===== config.mk =====
export PLATFORM = sky130hd
export DESIGN_NAME = in_sa_row_sched
export DESIGN_NICKNAME = d
export VERILOG_FILES = /design/src/rtl/in_sa_row_sched.sv
export SDC_FILE = /design/constraint.sdc
export NUM_CORES = 1
export LEC_CHECK = 0
export BUFFER_PORTS_ARGS = -buffer_cell sky130_fd_sc_hd__buf_2
export CAP_MARGIN = 40
export CORE_MARGIN = 1
export CORE_UTILIZATION = 55
export DETAILED_ROUTE_END_ITERATION = 8
export GPL_TIMING_DRIVEN = 1
export PLACE_DENSITY = 0.84
export SLEW_MARGIN = 20
export SYNTH_ARGS = -nofsm -noshare
export SYNTH_HDL_FRONTEND = slang
export SYNTH_SLANG_ARGS = --single-unit

===== constraint.sdc =====
create_clock -name i_clk -period 1.95 [get_ports i_clk]
set_clock_uncertainty 0.05 [all_clocks]
set_input_delay 0.39 -clock i_clk [delete_from_list [all_inputs] [get_ports i_clk]]
set_output_delay 0.39 -clock i_clk [all_outputs]
set_load 0.01 [all_outputs]

===== src/rtl/in_sa_row_sched.sv =====
// Input-side row scheduler for a systolic array: streams K vectors and skews row i by i+1 cycles.
// Optional build macro IN_SA_ROW_SCHED_ZERO_PAD_EN forces lane data to zero whenever its valid is low.
module in_sa_row_sched #(
    parameter int unsigned ROW    = 8,
    parameter int unsigned W_DATA = 8,
    parameter int unsigned W_LEN  = 8
) (
    input  logic                  i_clk,
    input  logic                  i_rst,
    input  logic                  i_start,
    input  logic [W_LEN-1:0]      i_len,
    input  logic [W_DATA*ROW-1:0] i_vec,
    input  logic                  i_vec_valid,
    output logic                  o_vec_ready,
    output logic [W_DATA*ROW-1:0] o_data,
    output logic [ROW-1:0]        o_data_valid,
    output logic                  o_busy,
    output logic                  o_done
);
    localparam int unsigned W_DCNT = (ROW > 1) ? $clog2(ROW) : 1;

    typedef enum logic [1:0] {StIdle, StStream, StDrain} state_e;

    state_e             state_q, state_d;
    logic [W_LEN-1:0]   len_q;
    logic [W_LEN-1:0]   beat_q;
    logic [W_DCNT-1:0]  dcnt_q;
    logic               zdone_q;
    logic               start_ok;
    logic               accept;
    logic               last_beat;
    logic               drain_end;

    assign start_ok    = (state_q == StIdle) && i_start;
    assign o_vec_ready = (state_q == StStream);
    assign accept      = i_vec_valid && o_vec_ready;
    assign last_beat   = accept && (beat_q == (len_q - W_LEN'(1)));
    assign drain_end   = (state_q == StDrain) && (dcnt_q == W_DCNT'(ROW - 1));
    assign o_busy      = (state_q != StIdle);
    // Zero-length tiles complete immediately without ever leaving IDLE.
    assign o_done      = zdone_q || drain_end;

    always_comb begin
        state_d = state_q;
        unique case (state_q)
            StIdle:   if (i_start && (i_len != '0)) state_d = StStream;
            StStream: if (last_beat) state_d = StDrain;
            StDrain:  if (drain_end) state_d = StIdle;
            default:  state_d = StIdle;
        endcase
    end

    always_ff @(posedge i_clk) begin
        if (i_rst) begin
            state_q <= StIdle;
            len_q   <= '0;
            beat_q  <= '0;
            dcnt_q  <= '0;
            zdone_q <= 1'b0;
        end else begin
            state_q <= state_d;
            zdone_q <= start_ok && (i_len == '0);
            if (start_ok) begin
                len_q  <= i_len;
                beat_q <= '0;
            end else if (accept) begin
                beat_q <= beat_q + W_LEN'(1);
            end
            if (state_q == StDrain) dcnt_q <= dcnt_q + W_DCNT'(1);
            else                    dcnt_q <= '0;
        end
    end

    // Row r is a shift line of r+1 stages; bubbles travel as valid=0 entries.
    for (genvar r = 0; r < ROW; r++) begin : g_row
        for (genvar j = 0; j <= r; j++) begin : g_stage
            logic              v_q;
            logic [W_DATA-1:0] d_q;
            logic              in_v;
            logic [W_DATA-1:0] in_d;

            if (j == 0) begin : g_head
                assign in_v = accept;
                assign in_d = i_vec[(W_DATA*(ROW-r))-1 -: W_DATA];
            end else begin : g_body
                assign in_v = g_stage[j-1].v_q;
                assign in_d = g_stage[j-1].d_q;
            end

            always_ff @(posedge i_clk) begin
                if (i_rst) begin
                    v_q <= 1'b0;
                    d_q <= '0;
                end else begin
                    v_q <= in_v;
`ifdef IN_SA_ROW_SCHED_ZERO_PAD_EN
                    d_q <= in_v ? in_d : '0;
`else
                    if (in_v) d_q <= in_d;
`endif
                end
            end
        end

        assign o_data[(W_DATA*(ROW-r))-1 -: W_DATA] = g_stage[r].d_q;
        assign o_data_valid[r]                      = g_stage[r].v_q;
    end

endmodule


==> results.sh, run 1 <==
export IMPL_fmax_mhz=504
export IMPL_reg2reg_from="len_q[0]$_SDFFE_PP0P_"
export IMPL_power_density_mw_per_mm2=1000
export IMPL_synthTopCellsByCount="dfxtp_1, nor2_1, mux2i_1, nand2_1, a21oi_1"
export IMPL_layout_nets=1358
export IMPL_ant_nets=0
export IMPL_status="complete, but fails checks"
export IMPL_cts_tree="done"
export IMPL_cp_max_fo=2
export IMPL_floorplan_rows=52
export IMPL_vias_per_cell=5.04
export IMPL_avgRoutedWirePerCell_um=13.8
export IMPL_pwr_share_comb_pct=4.6
export IMPL_synth_largest_area_cell="dfxtp_1"
export IMPL_place_congestion=0.840
export IMPL_reg2reg_depth=6
export IMPL_min_path_cells=3
export IMPL_crit_top_cell="ha_4"
export IMPL_synthMuxAreaShare_pct=19.7
export IMPL_p_seq_share_pct=49.4
export IMPL_io_pins=151
export IMPL_min_period_ns=1.98
export IMPL_synth_edf_count=0
export IMPL_grt_pass1_wl_um=36600
export IMPL_clk_latency_ns=0.54
export IMPL_syn_inst=1166
export IMPL_cts_sinks=318
export IMPL_ys_flop_type="dfxtp_1"
export IMPL_ys_ff_latch=318
export IMPL_routed_top_layer="met4"
export IMPL_initial_utilization_pct=56.2
export IMPL_timing_final_ws_setup_ns=-0.0323
export IMPL_p_switching_w=0.00294
export IMPL_start_kind="flop"
export IMPL_ff2ff_setup_slack_ns=0.20
export IMPL_setup_violations=1
export IMPL_drive_gt1_share_pct=18.7
export IMPL_overflow=0
export IMPL_synth_top_cell_area_share_pct=56.0
export IMPL_crit_path_top_delay_cell="dfxtp_2"
export IMPL_yosysSeqAreaShare_pct=56.0
export IMPL_antenna_found_initial=2
export IMPL_yosys_area_share_adder_pct=0.440
export IMPL_violations="negative setup slack"
export IMPL_max_slew_margin_rel_pct=68.9
export IMPL_synthXorXnorAreaFrac_pct=1.38
export IMPL_pre_cts_slack_ns=0.227
export IMPL_synth_area_leaders="dfxtp_1, mux2i_1, nor2_1, nand2_1, a21oi_1"
export IMPL_h_tree_depth=1
export IMPL_grt_pass1_vias=7812
export IMPL_netSwitchingFraction_pct=21.8
export IMPL_wl_met2_um=10600
export IMPL_post_route_util_pct=66.5
export IMPL_worstPathRequired_ns=1.51
export IMPL_route_met3_wl_um=1140
export IMPL_synthesis_area_mm2=0.0114
export IMPL_yosys_warnings=0
export IMPL_synth_top_family_by_area="multiplexers"
export IMPL_min_to="g_row[3].g_stage[0].d_q[7]$_SDFFE_PP0P_"
export IMPL_hold_viol_final=0
export IMPL_r2r_end="state_q[0]$_SDFFE_PP0P_"
export IMPL_wirelength_um=21700
export IMPL_die_area_mm2=0.0212
export IMPL_crit_arrival_ns=1.54
export IMPL_fin_setup_tns_ns=-0.0323
export IMPL_coreArea_mm2=0.0202
export IMPL_root_buffer="clkbuf_16"
export IMPL_post_cts_buffers=0
export IMPL_track_usage_pct=20.4
export IMPL_worst_pin_slew_ns=0.466
export IMPL_m1WireLength_um=9410
export IMPL_irDropWorstVdd_v=0.000729
export IMPL_die_w_um=146
export IMPL_p_leak_nw=5.08
export IMPL_synth_simple_gate_area_share_pct=15.0
export IMPL_portBuffers=150
export IMPL_syn_to_final_growth_pct=18.4
export IMPL_cap_violations=0
export IMPL_dp_hpwl_um=13500
export IMPL_synth_distinct_cells=37
export IMPL_hold_buffers=0
export IMPL_rsz0062_at_grt="yes"
export IMPL_route_detailed_drc=0
export IMPL_pwr_share_clk_pct=46.1
export IMPL_drv_slew=0
export IMPL_critPathKind="reg -> out"
export IMPL_slowest_delay_ns=0.34
export IMPL_hold_path_class="in -> reg"
export IMPL_cts_max_path_buffers=3
export IMPL_path_clk_slew_ns=0.06
export IMPL_worstSetupEndpointType="primary output"
export IMPL_vias=7939
export IMPL_synth_area_per_cell_um2=9.75
export IMPL_synth_compound_area_share_pct=3.83
export IMPL_worstHoldStart="i_vec[39]"
export IMPL_cts_buffers=31
export IMPL_crit_chain="ha_4 > ha_4 > a31o_4 > buf_6"
export IMPL_drt_iter0_markers=361
export IMPL_yosysMostFrequentCell="dfxtp_1"
export IMPL_period_share_pct=102
export IMPL_synth_async_reset_ratio_pct=0
export IMPL_grt_max_degree=88
export IMPL_fillers=1546
export IMPL_drt_pass1_iterations=4
export IMPL_synth_nets=1246
export IMPL_p_int_w=0.0105
export IMPL_die_h_um=146
power by group through the flow:
stage / clock network (W) / logic, W / registers, W
after floorplan: 0 / 0.000423 / 0.00678
after detailed placement: 0 / 0.000616 / 0.00680
after global routing: 0.00660 / 0.000685 / 0.00666
final: 0.00621 / 0.000617 / 0.00665
after global placement: 0 / 0.000603 / 0.00679
after CTS: 0.00632 / 0.000621 / 0.00665
critical path, delay by kind of cell (launching register included):
kind	cells	cell delay, ns
adder cells (fa/ha/maj)	2	0.32
flip-flops	1	0.34
buffers and inverters	1	0.11
AO/OA/AOI/OAI	1	0.23
layer usage:
metal | vias up | global-route usage (%)
met5 | - | 0
met4 | 0 | 7.11
met3 | 44 | 4.55
met2 | 159 | 36.7
met1 | 3685 | 23.8
li1 | 4051 | -
layout make-up:
class	count	area, um^2	share of cell area [%]
flip-flops and latches	318	6370	47.4
multi-input cells	754	4620	34.3
repair buffers	169	1020	7.59
clock buffers	35	821	6.10
well taps	270	338	2.51
clock inverters	22	262	1.94
inverters	4	15.0	0.112
diodes	2	5.00	0.0372
worst max-delay path by stage:
stage	start	to	slack, ns
after floorplan	len_q[0]$_SDFFE_PP0P_	state_q[0]$_SDFFE_PP0P_	0.35
after global placement	len_q[0]$_SDFFE_PP0P_	state_q[0]$_SDFFE_PP0P_	0.27
after detailed placement	len_q[0]$_SDFFE_PP0P_	state_q[0]$_SDFFE_PP0P_	0.23
after CTS	dcnt_q[0]$_SDFF_PP0_	o_done	-0.05
after global routing	dcnt_q[0]$_SDFF_PP0_	o_done	-0.08
final	dcnt_q[0]$_SDFF_PP0_	o_done	-0.03
kinds of logic after synthesis:
group                    Yosys count
adder cells (fa/ha/maj)            4
buffers and inverters             94
XOR/XNOR                          17
flip-flops                       318
AND/OR/NAND/NOR                  425
multiplexers                     224
AO/OA/AOI/OAI                     84
cell usage in the layout, fill, tap and decap left out, drive strengths merged, types with 3 or more instances in the layout:
master,n
clkinvlp,4
and2,4
bufinv,5
nor2,238
xnor2,9
clkbuf,35
clkinv,10
o21ai,3
mux2i,224
xor2,8
nor3,3
nor4,4
nand2,156
inv,7
ha,4
buf,169
nor2b,7
a21oi,76
dfxtp,318
nand4,5
state kept, by name, summed over array words and instances, names as in the netlist:
| register | cells |
|---|---|
| g_row.g_stage.d_q | 288 |
| beat_q | 8 |
| g_row.g_stage.v_q | 8 |
| len_q | 8 |
| dcnt_q | 3 |
| state_q | 2 |
| zdone_q | 1 |
what timing repair did:
item,CTS,global route
pin swaps,3,0
gates cloned,0,0
endpoints found under the setup margin,1,1
resized for setup,7,0
through the flow:
step / instance area [um^2] / std cells / hold WS (ns) / total power [W]
6_report: 13500 / 1574 / 0.0297 / 0.0135
5_1_grt: 13500 / 1574 / 0.00903 / 0.0139
4_1_cts: 13500 / 1572 / 0.00340 / 0.0136
3_5_place_dp: 12300 / 1515 / 0.382 / 0.00741
3_3_place_gp: 12300 / 1515 / 0.364 / 0.00739
2_1_floorplan: 11400 / 1166 / 0.356 / 0.00720
Power figures use the tool's default switching activity.
==> run 2, diff against run 1 <==
--- a/config.mk
+++ b/config.mk
@@ -9,9 +9,11 @@
 export CAP_MARGIN = 40
 export CORE_MARGIN = 1
 export CORE_UTILIZATION = 55
+export CTS_CLUSTER_DIAMETER = 80
 export DETAILED_ROUTE_END_ITERATION = 8
 export GPL_TIMING_DRIVEN = 1
 export PLACE_DENSITY = 0.84
+export SKIP_CTS_REPAIR_TIMING = 1
 export SLEW_MARGIN = 20
 export SYNTH_ARGS = -nofsm -noshare
 export SYNTH_HDL_FRONTEND = slang
==> results.sh, run 2 (synthesis results as in run 1) <==
export IMPL_worstHoldStart="i_vec[39]"
export IMPL_hold_viol_final=0
export IMPL_status="complete, but fails checks"
export IMPL_start_kind="flop"
export IMPL_h_tree_depth=1
export IMPL_vias_per_cell=5.05
export IMPL_drive_gt1_share_pct=18.7
export IMPL_power_density_mw_per_mm2=1000
export IMPL_drt_iter0_markers=361
export IMPL_largest_register_ff_count=288
export IMPL_setup_violations=1
export IMPL_period_share_pct=102
export IMPL_die_area_mm2=0.0212
export IMPL_p_seq_share_pct=49.4
export IMPL_final_common_cell="dfxtp_1"
export IMPL_fmax_mhz=504
export IMPL_reg2reg_from="len_q[0]$_SDFFE_PP0P_"
export IMPL_initial_utilization_pct=56.2
export IMPL_worstPathRequired_ns=1.51
export IMPL_final_cell_mix="dfxtp_1, nor2_1, mux2i_1, nand2_1, buf_2"
export IMPL_min_path_cells=3
export IMPL_cp_max_fo=2
export IMPL_crit_start="dcnt_q[0]$_SDFF_PP0_"
export IMPL_min_period_ns=1.98
export IMPL_root_buffer="clkbuf_16"
export IMPL_final_area_mm2=0.0135
export IMPL_cts_sinks=318
export IMPL_portBuffers=150
export IMPL_power_total_w=0.0135
export IMPL_route_detailed_drc=0
export IMPL_ant_nets=0
export IMPL_vias=7942
export IMPL_top_register="g_row.g_stage.d_q"
export IMPL_rsz0062_at_grt="yes"
export IMPL_antenna_found_initial=2
export IMPL_place_congestion=0.840
export IMPL_netSwitchingFraction_pct=21.8
export IMPL_placed_cell_area_mm2=0.0123
export IMPL_worstSetupEndpointType="primary output"
export IMPL_irDropWorstVdd_v=0.000729
export IMPL_wirelength_um=21600
export IMPL_max_slew_margin_rel_pct=68.9
export IMPL_critPathKind="reg -> out"
export IMPL_timing_final_ws_setup_ns=-0.0346
export IMPL_syn_to_final_growth_pct=18.4
export IMPL_grt_pass1_vias=7804
export IMPL_hold_path_class="in -> reg"
export IMPL_p_leak_nw=5.08
export IMPL_p_switching_w=0.00294
export IMPL_track_usage_pct=20.3
export IMPL_die_h_um=146
export IMPL_fin_setup_tns_ns=-0.0346
export IMPL_crit_arrival_ns=1.54
export IMPL_avgRoutedWirePerCell_um=13.7
export IMPL_floorplan_rows=52
export IMPL_pwr_share_clk_pct=46.1
export IMPL_path_clk_slew_ns=0.06
export IMPL_reg2reg_depth=6
export IMPL_io_pins=151
export IMPL_grt_max_degree=88
export IMPL_cts_tree="done"
export IMPL_clk_latency_ns=0.54
export IMPL_coreArea_mm2=0.0202
export IMPL_pre_cts_slack_ns=0.227
export IMPL_drt_pass1_iterations=4
export IMPL_grt_pass1_wl_um=36400
export IMPL_cts_buffers=31
export IMPL_worst_pin_slew_ns=0.466
export IMPL_layout_nets=1358
export IMPL_violations="negative setup slack"
export IMPL_p_int_w=0.0105
export IMPL_dp_hpwl_um=13500
export IMPL_pwr_share_comb_pct=4.6
export IMPL_drv_slew=0
export IMPL_overflow=0
export IMPL_cts_max_path_buffers=3
export IMPL_die_w_um=146
export IMPL_cap_violations=0
-- run 2: cell type report --
| type | instances | area, um^2 |
|---|---|---|
| timing repair buffer | 169 | 1020 |
| inverter | 4 | 15.0 |
| antenna | 2 | 5.00 |
| multi-input combinational | 754 | 4620 |
| clock buffer | 35 | 821 |
| clock inverter | 22 | 262 |
| tap | 270 | 338 |
| sequential | 318 | 6370 |
| fill | 1546 | 6770 |
-- run 2: power by group through the flow --
stage	sequential (W)	clock [W]	combinational (W)
5_1_grt	0.00666	0.00660	0.000685
3_3_place_gp	0.00679	0	0.000603
4_1_cts	0.00665	0.00632	0.000620
3_5_place_dp	0.00680	0	0.000616
2_1_floorplan	0.00678	0	0.000423
6_report	0.00665	0.00621	0.000616
-- run 2: worst paths after layout --
path	slack, ns	endpoint
worst min-delay path	0.03	g_row[3].g_stage[0].d_q[7]$_SDFFE_PP0P_
worst max register to register	0.20	state_q[0]$_SDFFE_PP0P_
worst min register to register	0.40	dcnt_q[0]$_SDFF_PP0_
worst max-delay path	-0.03	o_done
-- run 2: per-stage QoR --
stage / hold slack, ns / util [%] / std cells
4_1_cts: 0.00340 / 66.3 / 1572
3_5_place_dp: 0.382 / 60.9 / 1515
6_report: 0.0291 / 66.5 / 1574
3_3_place_gp: 0.364 / 60.9 / 1515
5_1_grt: 0.00903 / 66.5 / 1574
2_1_floorplan: 0.356 / - / 1166
-- run 2: critical path: stages, from the launching register on --
cell,delay (ns)
dfxtp_2,0.34
ha_4,0.16
ha_4,0.16
a31o_4,0.23
buf_6,0.11
-- run 2: layer usage --
layer	wire length, um	track usage, %
met1	9280	23.6
met4	574	7.11
met3	1170	4.64
met5	0	0
met2	10600	36.4
==> run 3, diff against run 2 <==
--- a/config.mk
+++ b/config.mk
@@ -12,7 +12,7 @@
 export CTS_CLUSTER_DIAMETER = 80
 export DETAILED_ROUTE_END_ITERATION = 8
 export GPL_TIMING_DRIVEN = 1
-export PLACE_DENSITY = 0.84
+export PLACE_DENSITY_LB_ADDON = 0.15
 export SKIP_CTS_REPAIR_TIMING = 1
 export SLEW_MARGIN = 20
 export SYNTH_ARGS = -nofsm -noshare
==> constraint.sdc (replaced) <==
create_clock -name i_clk -period 1.95 [get_ports i_clk]
set_clock_uncertainty 0.05 [all_clocks]
set_input_delay 0.0975 -clock i_clk [delete_from_list [all_inputs] [get_ports i_clk]]
set_output_delay 0.0975 -clock i_clk [all_outputs]
set_load 0.01 [all_outputs]
==> results.sh, run 3 (synthesis results as in run 1) <==
export IMPL_status="completed"
export IMPL_io_pins=151
export IMPL_fin_setup_tns_ns=0
export IMPL_vias=8167
export IMPL_die_area_mm2=0.0212
export IMPL_worstPathRequired_ns=2.27
export IMPL_crit_arrival_ns=2.09
export IMPL_antenna_found_initial=2
export IMPL_min_period_ns=1.77
export IMPL_cts_buffers=34
export IMPL_fillers=1540
export IMPL_vias_per_cell=4.96
export IMPL_final_cell_mix="dfxtp_1, nor2_1, mux2i_1, nand2_1, buf_2"
export IMPL_overflow=0
export IMPL_rsz0062_at_grt="no"
export IMPL_drive_gt1_share_pct=16.7
export IMPL_pwr_share_comb_pct=5.6
export IMPL_p_seq_share_pct=49.9
export IMPL_portBuffers=150
export IMPL_irDropWorstVdd_v=0.000612
export IMPL_layout_nets=1433
export IMPL_p_int_w=0.0105
export IMPL_cap_violations=0
export IMPL_place_congestion=0.813
export IMPL_grt_max_degree=74
export IMPL_critPathKind="reg -> reg"
export IMPL_stdcell_count=1646
export IMPL_cp_max_fo=4
export IMPL_root_buffer="clkbuf_16"
export IMPL_worstSetupEndpointType="flop"
export IMPL_grt_pass1_wl_um=36100
export IMPL_route_detailed_drc=0
export IMPL_final_common_cell="dfxtp_1"
export IMPL_top_register="g_row.g_stage.d_q"
export IMPL_netSwitchingFraction_pct=21.6
export IMPL_period_share_pct=90.7
export IMPL_track_usage_pct=20.1
export IMPL_initial_utilization_pct=56.2
export IMPL_clk_latency_ns=0.49
export IMPL_cts_sinks=318
export IMPL_die_w_um=146
export IMPL_coreArea_mm2=0.0202
export IMPL_cts_tree="done"
export IMPL_setup_violations=0
export IMPL_hold_path_class="in -> reg"
export IMPL_ant_nets=0
export IMPL_wirelength_um=22400
export IMPL_drt_pass1_iterations=4
export IMPL_die_h_um=146
export IMPL_h_tree_depth=2
export IMPL_avgRoutedWirePerCell_um=13.6
export IMPL_pwr_share_clk_pct=44.5
export IMPL_hold_viol_final=0
export IMPL_cts_max_path_buffers=3
export IMPL_final_area_mm2=0.0141
export IMPL_drv_slew=0
export IMPL_whs_ns=0.0853
export IMPL_power_density_mw_per_mm2=945
export IMPL_p_switching_w=0.00289
export IMPL_max_slew_margin_rel_pct=67.8
export IMPL_power_total_w=0.0133
export IMPL_dp_hpwl_um=13100
export IMPL_fmax_mhz=566
export IMPL_syn_to_final_growth_pct=24.2
export IMPL_p_leak_nw=5.37
export IMPL_worst_pin_slew_ns=0.482
export IMPL_placed_cell_area_mm2=0.0124
export IMPL_path_clk_slew_ns=0.06
export IMPL_floorplan_rows=52
export IMPL_grt_pass1_vias=7490
export IMPL_dp_cells=1514
export IMPL_start_kind="flop"
export IMPL_drt_iter0_markers=327
export IMPL_largest_register_ff_count=288
## run 3: changes by cell type in the layout (fill, tap and decap cells not counted), moves of 3 or more
| cell | change |
|---|---|
| buf_4 | -3 |
| dlygate4sd3_1 | +73 |
| clkbuf_16 | +4 |
| clkbuf_8 | +3 |
| bufinv_16 | -5 |
| clkinvlp_4 | -4 |
| clkinv_2 | -5 |
| clkbuf_1 | +10 |
## run 3: metrics by stage
| step | setup slack, ns | utilization [%] |
|---|---|---|
| finish | 0.182 | 69.8 |
| global route | 0.0620 | 69.8 |
| CTS | 0.176 | 66.1 |
| detailed placement | 0.183 | 61.0 |
| global placement | 0.287 | 61.0 |
| floorplan | 0.353 | - |
## run 3: layer usage
layer	global-route usage, %	vias up	wire (um)
li1	-	4197	-
met1	25.7	3768	10400
met2	33.0	174	10500
met3	5.83	28	1120
met4	6.11	0	350
met5	0	-	0
## run 3: path summary, 6_finish.rpt
check,slack [ns],startpoint,end,cells after the start
max,0.18,len_q[0]$_SDFFE_PP0P_,state_q[0]$_SDFFE_PP0P_,6
min,0.09,i_start,len_q[4]$_SDFFE_PP0P_,4
max reg2reg,0.18,len_q[0]$_SDFFE_PP0P_,state_q[0]$_SDFFE_PP0P_,6
min reg2reg,0.40,g_row[1].g_stage[0].d_q[2]$_SDFFE_PP0P_,g_row[1].g_stage[0].d_q[2]$_SDFFE_PP0P_,2
## run 3: layout make-up
class	instances	area (um^2)	share of cell area, %
Antenna cell	2	5.00	0.0354
Clock buffer	52	1000	7.08
Clock inverter	5	32.5	0.230
Inverter	4	15.0	0.106
Multi-Input combinational cell	754	4590	32.5
Sequential cell	318	6380	45.2
Tap cell	270	338	2.39
Timing Repair Buffer	241	1760	12.5
## run 3: worst max-delay path: stages, from the launching register on
cell and delay [ns]:
dfxtp_1 0.40, inv_1 0.07, ha_1 0.30, xnor2_1 0.12, nor4_1 0.29, o2111ai_1 0.20
a22o_1 0.23
## run 3: power groups by stage
| stage | registers (W) | clock network, W | logic [W] |
|---|---|---|---|
| after floorplan | 0.00678 | 0 | 0.000423 |
| after global placement | 0.00680 | 0 | 0.000614 |
| after detailed placement | 0.00680 | 0 | 0.000624 |
| after CTS | 0.00666 | 0.00607 | 0.000628 |
| after global routing | 0.00667 | 0.00638 | 0.000816 |
| final | 0.00666 | 0.00595 | 0.000745 |
